--- src/rtl/carry_select_adder32_if.sv ---
// ---------------------------------------------------------------------------
// carry_select_adder32_if
//   Operand/result bundle for the registered 32-bit carry-select adder.
//
//   in1, in2  [31:0]  unsigned operands, sampled on the rising clock edge
//   sum       [31:0]  registered low 32 bits of in1 + in2
//   carryout          registered bit 32 of in1 + in2 (unsigned overflow)
//
//   master : drives the operands and observes the result (datapath / bench)
//   slave  : the adder itself
// ---------------------------------------------------------------------------
interface carry_select_adder32_if;
   logic [31:0] in1;
   logic [31:0] in2;
   logic [31:0] sum;
   logic        carryout;

   modport master (
      output in1,
      output in2,
      input  sum,
      input  carryout
   );

   modport slave (
      input  in1,
      input  in2,
      output sum,
      output carryout
   );
endinterface

--- src/rtl/carry_select_adder32.sv ---
// ---------------------------------------------------------------------------
// carry_select_adder32
//   Single-cycle registered 32-bit unsigned adder. The combinational core
//   is split into eight 4-bit blocks: block 0 is a plain ripple adder with
//   carry-in 0, and blocks 1..7 each compute two ripple results (carry-in 0
//   and carry-in 1) in parallel so that the incoming block carry only has to
//   steer a mux. The 33-bit result is captured in the output flops.
//
//   clk    : rising-edge clock
//   rst_n  : asynchronous active-low reset, clears sum and carryout
//   bus    : slave modport carrying in1/in2 (operands) and sum/carryout
// ---------------------------------------------------------------------------
module carry_select_adder32 (
   input  logic                   clk,
   input  logic                   rst_n,
   carry_select_adder32_if.slave  bus
);

   localparam int unsigned WIDTH    = 32;
   localparam int unsigned BLK_W    = 4;
   localparam int unsigned NUM_BLKS = WIDTH / BLK_W;

   // 4-bit ripple adder built from full adders.
   // Returns {carry_out, sum[3:0]}. Plain bitwise operators are used so an
   // X/Z on any operand bit propagates into the result.
   function automatic logic [BLK_W:0] ripple4(
      input logic [BLK_W-1:0] a,
      input logic [BLK_W-1:0] b,
      input logic             ci
   );
      logic [BLK_W:0] res;
      logic           c;
      c = ci;
      for (int i = 0; i < BLK_W; i++) begin
         res[i] = a[i] ^ b[i] ^ c;
         c      = (a[i] & b[i]) | (c & (a[i] ^ b[i]));
      end
      res[BLK_W] = c;
      return res;
   endfunction

   // blk_cout[k] is the carry out of block k, i.e. c(4k+4).
   logic [NUM_BLKS-1:0] blk_cout;
   logic [WIDTH-1:0]    sum_comb;

   logic [BLK_W:0]      blk0_res;

   assign blk0_res           = ripple4(bus.in1[BLK_W-1:0], bus.in2[BLK_W-1:0], 1'b0);
   assign sum_comb[BLK_W-1:0] = blk0_res[BLK_W-1:0];
   assign blk_cout[0]        = blk0_res[BLK_W];

   for (genvar k = 1; k < NUM_BLKS; k++) begin : g_sel_blk
      logic [BLK_W-1:0] a_slice;
      logic [BLK_W-1:0] b_slice;
      logic [BLK_W:0]   res_c0;
      logic [BLK_W:0]   res_c1;
      logic             c_in;

      assign a_slice = bus.in1[k*BLK_W +: BLK_W];
      assign b_slice = bus.in2[k*BLK_W +: BLK_W];
      assign c_in    = blk_cout[k-1];

      // Both candidate results settle while the lower carry is still
      // rippling in; the real carry only drives the select.
      assign res_c0 = ripple4(a_slice, b_slice, 1'b0);
      assign res_c1 = ripple4(a_slice, b_slice, 1'b1);

      assign sum_comb[k*BLK_W +: BLK_W] = c_in ? res_c1[BLK_W-1:0] : res_c0[BLK_W-1:0];

      // co1 is always >= co0, so OR-ing co0 with (co1 & c_in) gives the
      // block carry without a second mux on the carry chain.
      assign blk_cout[k] = res_c0[BLK_W] | (res_c1[BLK_W] & c_in);
   end

   logic [WIDTH-1:0] sum_q;
   logic             carry_q;

   always_ff @(posedge clk or negedge rst_n) begin
      if (!rst_n) begin
         sum_q   <= '0;
         carry_q <= 1'b0;
      end else begin
         sum_q   <= sum_comb;
         carry_q <= blk_cout[NUM_BLKS-1];
      end
   end

   assign bus.sum      = sum_q;
   assign bus.carryout = carry_q;

endmodule

--- src/flat_wrapper.sv ---
// flat-port wrapper written by rule: the top's interface ports become plain ports
module carry_select_adder32_flat 
  (clk, rst_n, bus_in1, bus_in2, bus_sum, bus_carryout);
  carry_select_adder32_if bus_i ();
  input  logic clk;
  input  logic rst_n;
  input wire logic [$bits(bus_i.in1)-1:0] bus_in1;
  input wire logic [$bits(bus_i.in2)-1:0] bus_in2;
  output wire logic [$bits(bus_i.sum)-1:0] bus_sum;
  output wire logic [$bits(bus_i.carryout)-1:0] bus_carryout;
  assign bus_i.in1 = bus_in1;
  assign bus_i.in2 = bus_in2;
  assign bus_sum = bus_i.sum;
  assign bus_carryout = bus_i.carryout;
  carry_select_adder32 u_core (.clk(clk), .rst_n(rst_n), .bus(bus_i));
endmodule
--- config.mk ---
export PLATFORM = sky130hd
export DESIGN_NAME = carry_select_adder32_flat
export DESIGN_NICKNAME = d
export VERILOG_FILES = /design/src/rtl/carry_select_adder32_if.sv /design/src/rtl/carry_select_adder32.sv /design/src/flat_wrapper.sv
export SDC_FILE = /design/constraint.sdc
export NUM_CORES = 1
export LEC_CHECK = 0
export BUFFER_PORTS_ARGS = -buffer_cell sky130_fd_sc_hd__clkbuf_2
export CAP_MARGIN = 25
export CORE_MARGIN = 1
export CORE_UTILIZATION = 30
export CTS_CLUSTER_SIZE = 20
export DETAILED_ROUTE_END_ITERATION = 7
export MAX_ROUTING_LAYER = met4
export SYNTH_ARGS = -nofsm -noshare
export SYNTH_HDL_FRONTEND = slang
export SYNTH_SLANG_ARGS = --single-unit
--- constraint.sdc ---
create_clock -name clk -period 0.8 [get_ports clk]
set_input_delay 0.12 -clock clk [delete_from_list [all_inputs] [get_ports clk]]
set_output_delay 0.12 -clock clk [all_outputs]
set_load 0.005 [all_outputs]
==> impl_metrics.yaml <==
timing:
  finalMaxSlewViolations: 0
  worst_slew_pin_slew_ns: 0.349
  setup_slack_ns: -1.97
  hold_violations: 0
  max_freq_ghz: 0.361
  min_period_ns: 2.77
  slew-limit-headroom_pct: 76.5
  rsz0062_at_grt: "yes"
  post-route-period-util_pct: 346
  setup_violations: 64
placed_design:
  dp_cells: 490
  gp_congestion: 0.834
  hpwl_um: 4530
  io_buffers: 98
  post-place-ws_ns: -2.29
critical_path:
  worst_path_most_repeated_cell: "fa_2"
  start_kind: "input pin"
  path_cells: "buf_6, ha_4, fa_2, fa_2, inv_2, fa_2, o21bai_4, a21oi_2, o21a_4, nor2_2, or4_4, a31oi_4, mux2i_2, buf_4, xnor2_2"
  cp-endpoint: "u_core.bus.sum[25]"
  arrival_ns: 2.98
  path_buf_inv: 3
  critical_path_class: "in -> reg"
  cp.depth: 15
  end_kind: "register"
  cp.required_ns: 1.01
  slowest_stage: "or4_4"
  path_max_fanout: 2
  critPathMaxStageDelay_ns: 0.52
  critPathLaunch: "bus_in1[0]"
  cp_top_family: "adder cells"
cts:
  cts_buffers: 5
  root_buffer: "clkbuf_8"
  tritoncts: "yes"
  cts_buffer_depth: 2
  path_clk_slew_ns: 0.07
  cts.sinks: 33
  cts_max_level: 2
synth:
  ys_seq_elements: 33
  synth_most_common_cell: "ha_1"
  yosysUniqueCellTypes: 38
  synth_compound_area_share_pct: 15.7
  muxShareOfSynthArea_pct: 2.98
  ys_warn_count: 0
  async_flop_share_pct: 100
  synth_top_area_share_pct: 35.1
  synth_top_family_by_area: "adder cells"
  synth_top_area_cell: "dfrtp_1"
  synth_edf_count: 0
  syn_nets: 340
  synthesis.area_um2: 2350
  syn_inst: 235
  synth.top_cells.by_count: "ha_1 (36), dfrtp_1 (33), inv_1 (31), a21oi_1 (19), xnor2_1 (17)"
  synthXorXnorAreaFrac_pct: 8.93
  ys_top_cells_by_area: "dfrtp_1 (35%), ha_1 (19%), xnor2_1 (6.3%), inv_1 (4.9%), a21oi_1 (4.0%)"
  synthSimpleGateAreaFrac_pct: 10.7
  synth_seq_area_share_pct: 35.1
  synthFlopType: "dfrtp_1"
  syn_avg_cell_area_um2: 10.0
  synth_adder_area_share_pct: 21.7
detailed_routing:
  drt_iter0_markers: 19
  wl_met1_um: 2220
  wl_met2_um: 2980
  wire_per_inst_um: 10.8
  top_layer: "met4"
  firstDrtPassIters: 4
  drc: 0
  drt.antenna.violating_nets: 0
  via_count: 2216
  routed-wl-met3_um: 225
  drt-total-wl_um: 5530
  post_drt_via_cell_ratio: 4.35
pwr:
  p_seq_share_pct: 36.0
  clockPowerShare_pct: 20.6
  p_switching_uw: 1820
  p_sw_share_pct: 30.6
  ir_worst_vdd_uv: 587
  p_int_uw: 4110
  p_leak_uw: 0.00202
  pwr-share-comb_pct: 43.4
  powerDensity_nw_per_um2: 1580
cells_and_area:
  regArea_um2: 826
  finalNonFillerCells: 510
  drive_above_1_share_pct: 50.4
  n_fill_cell: 693
  diodes: 0
  multi_input_area_um2: 1540
  fin_util_pct: 50.7
  finalNetCount: 515
  syn2layout_area_growth_pct: 59.6
floorplanning:
  die-area_um2: 8200
  coreArea_um2: 7410
  initial_utilization_pct: 31.8
  num_io_pins: 99
  die_w_um: 90.6
  die_h_um: 90.6
  row_count: 31
outcome:
  violations: "negative setup slack"
  status: "finished with violations"
job:
  maxCapViolCount: 0
grt:
  antenna_found_initial: 0
  grt-ovfl-total: 0
  grt_pass1_wl_um: 9260
  grtUsageTotal_pct: 14.5
  grt_pass1_vias: 2177
  grt_max_degree: 34
worst_hold_path:
  hold_class: "in -> reg"
worst min path at each step:
stage | cells after the start | startpoint | end | slack [ns]
floorplan | 0 | rst_n | u_core.bus.carryout | -0.18
global placement | 2 | rst_n | u_core.bus.sum[0] | 0.10
detailed placement | 2 | rst_n | u_core.bus.sum[29] | 0.10
CTS | 2 | bus_in1[0] | u_core.bus.sum[0] | 0.09
global route | 2 | bus_in2[0] | u_core.bus.sum[0] | 0.04
finish | 2 | bus_in2[0] | u_core.bus.sum[0] | 0.05
layout by cell type, fill, tap and decap left out, types with 2 or more instances in the layout:
cell type | Yosys | routed
ha_1 | 36 | 35
o21bai_1 | 4 | 4
dfrtp_1 | 33 | 33
buf_4 | 0 | 61
clkbuf_8 | 0 | 5
nor2_1 | 16 | 15
o21ai_0 | 12 | 8
nand3_2 | 1 | 2
nor3_1 | 3 | 3
clkinv_2 | 0 | 2
xnor2_2 | 0 | 3
fa_2 | 0 | 3
nand2b_1 | 3 | 3
xnor2_1 | 17 | 14
clkbuf_2 | 0 | 96
o21a_1 | 2 | 2
buf_6 | 0 | 9
mux2i_4 | 0 | 2
mux2i_2 | 0 | 2
o21ai_1 | 0 | 3
a21oi_1 | 19 | 16
mux2i_1 | 7 | 3
a21oi_2 | 1 | 4
nand3_1 | 5 | 4
a21o_1 | 5 | 5
xor2_1 | 7 | 7
inv_1 | 31 | 30
nand2_1 | 9 | 9
area by class of cell:
class | instances | area share (%)
tap | 99 | 3.30
timing repair buffer | 168 | 28.5
sequential | 33 | 22.0
clock inverter | 2 | 0.266
inverter | 31 | 3.10
clock buffer | 6 | 1.93
multi-input combinational | 171 | 41.0
flip-flops by register name, indices dropped and copies added, names as in the netlist:
signal,cells
u_core.bus.carryout,1
u_core.bus.sum,32
power groups by stage:
stage / registers, uW / clock network [uW] / logic (uW)
after floorplan: 2220 / 0 / 1070
after global placement: 2180 / 0 / 2270
after detailed placement: 2170 / 0 / 2320
after CTS: 2140 / 1290 / 2460
after global routing: 2170 / 1370 / 2860
final: 2140 / 1220 / 2570
metrics by stage:
| step | TNS (ns) | hold slack, ns | instance area (um^2) | power (uW) |
|---|---|---|---|---|
| after floorplan | -48.15 | -0.176 | 2390 | 3280 |
| after global placement | -55.15 | 0.101 | 3450 | 4450 |
| after detailed placement | -56.16 | 0.104 | 3450 | 4490 |
| after CTS | -50.88 | 0.0893 | 3640 | 5890 |
| after global routing | -52.94 | 0.0447 | 3760 | 6390 |
| final | -49.33 | 0.0541 | 3760 | 5930 |
cell families after synthesis:
| group | after synthesis |
|---|---|
| AND/OR/NAND/NOR | 47 |
| AO/OA/AOI/OAI | 54 |
| flip-flops | 33 |
| adder cells (fa/ha/maj) | 39 |
| XOR/XNOR | 24 |
| multiplexers | 7 |
| buffers and inverters | 31 |
metal layers:
| metal | vias to the layer above | track usage [%] |
|---|---|---|
| li1 | 1148 | - |
| met1 | 998 | 16.0 |
| met2 | 60 | 26.2 |
| met3 | 10 | 3.03 |
| met4 | 0 | 3.90 |
| met5 | - | - |
repair_timing:
| action | CTS | global route |
|---|---|---|
| setup endpoints to repair | 64 | 64 |
| hold buffers | 1 | 0 |
| resized for setup | 9 | 22 |
| pin swaps | 4 | 16 |
| setup buffers | 7 | 5 |
| endpoints found under the hold margin | 33 | 0 |
No activity file was read; power rests on OpenSTA's default activity.
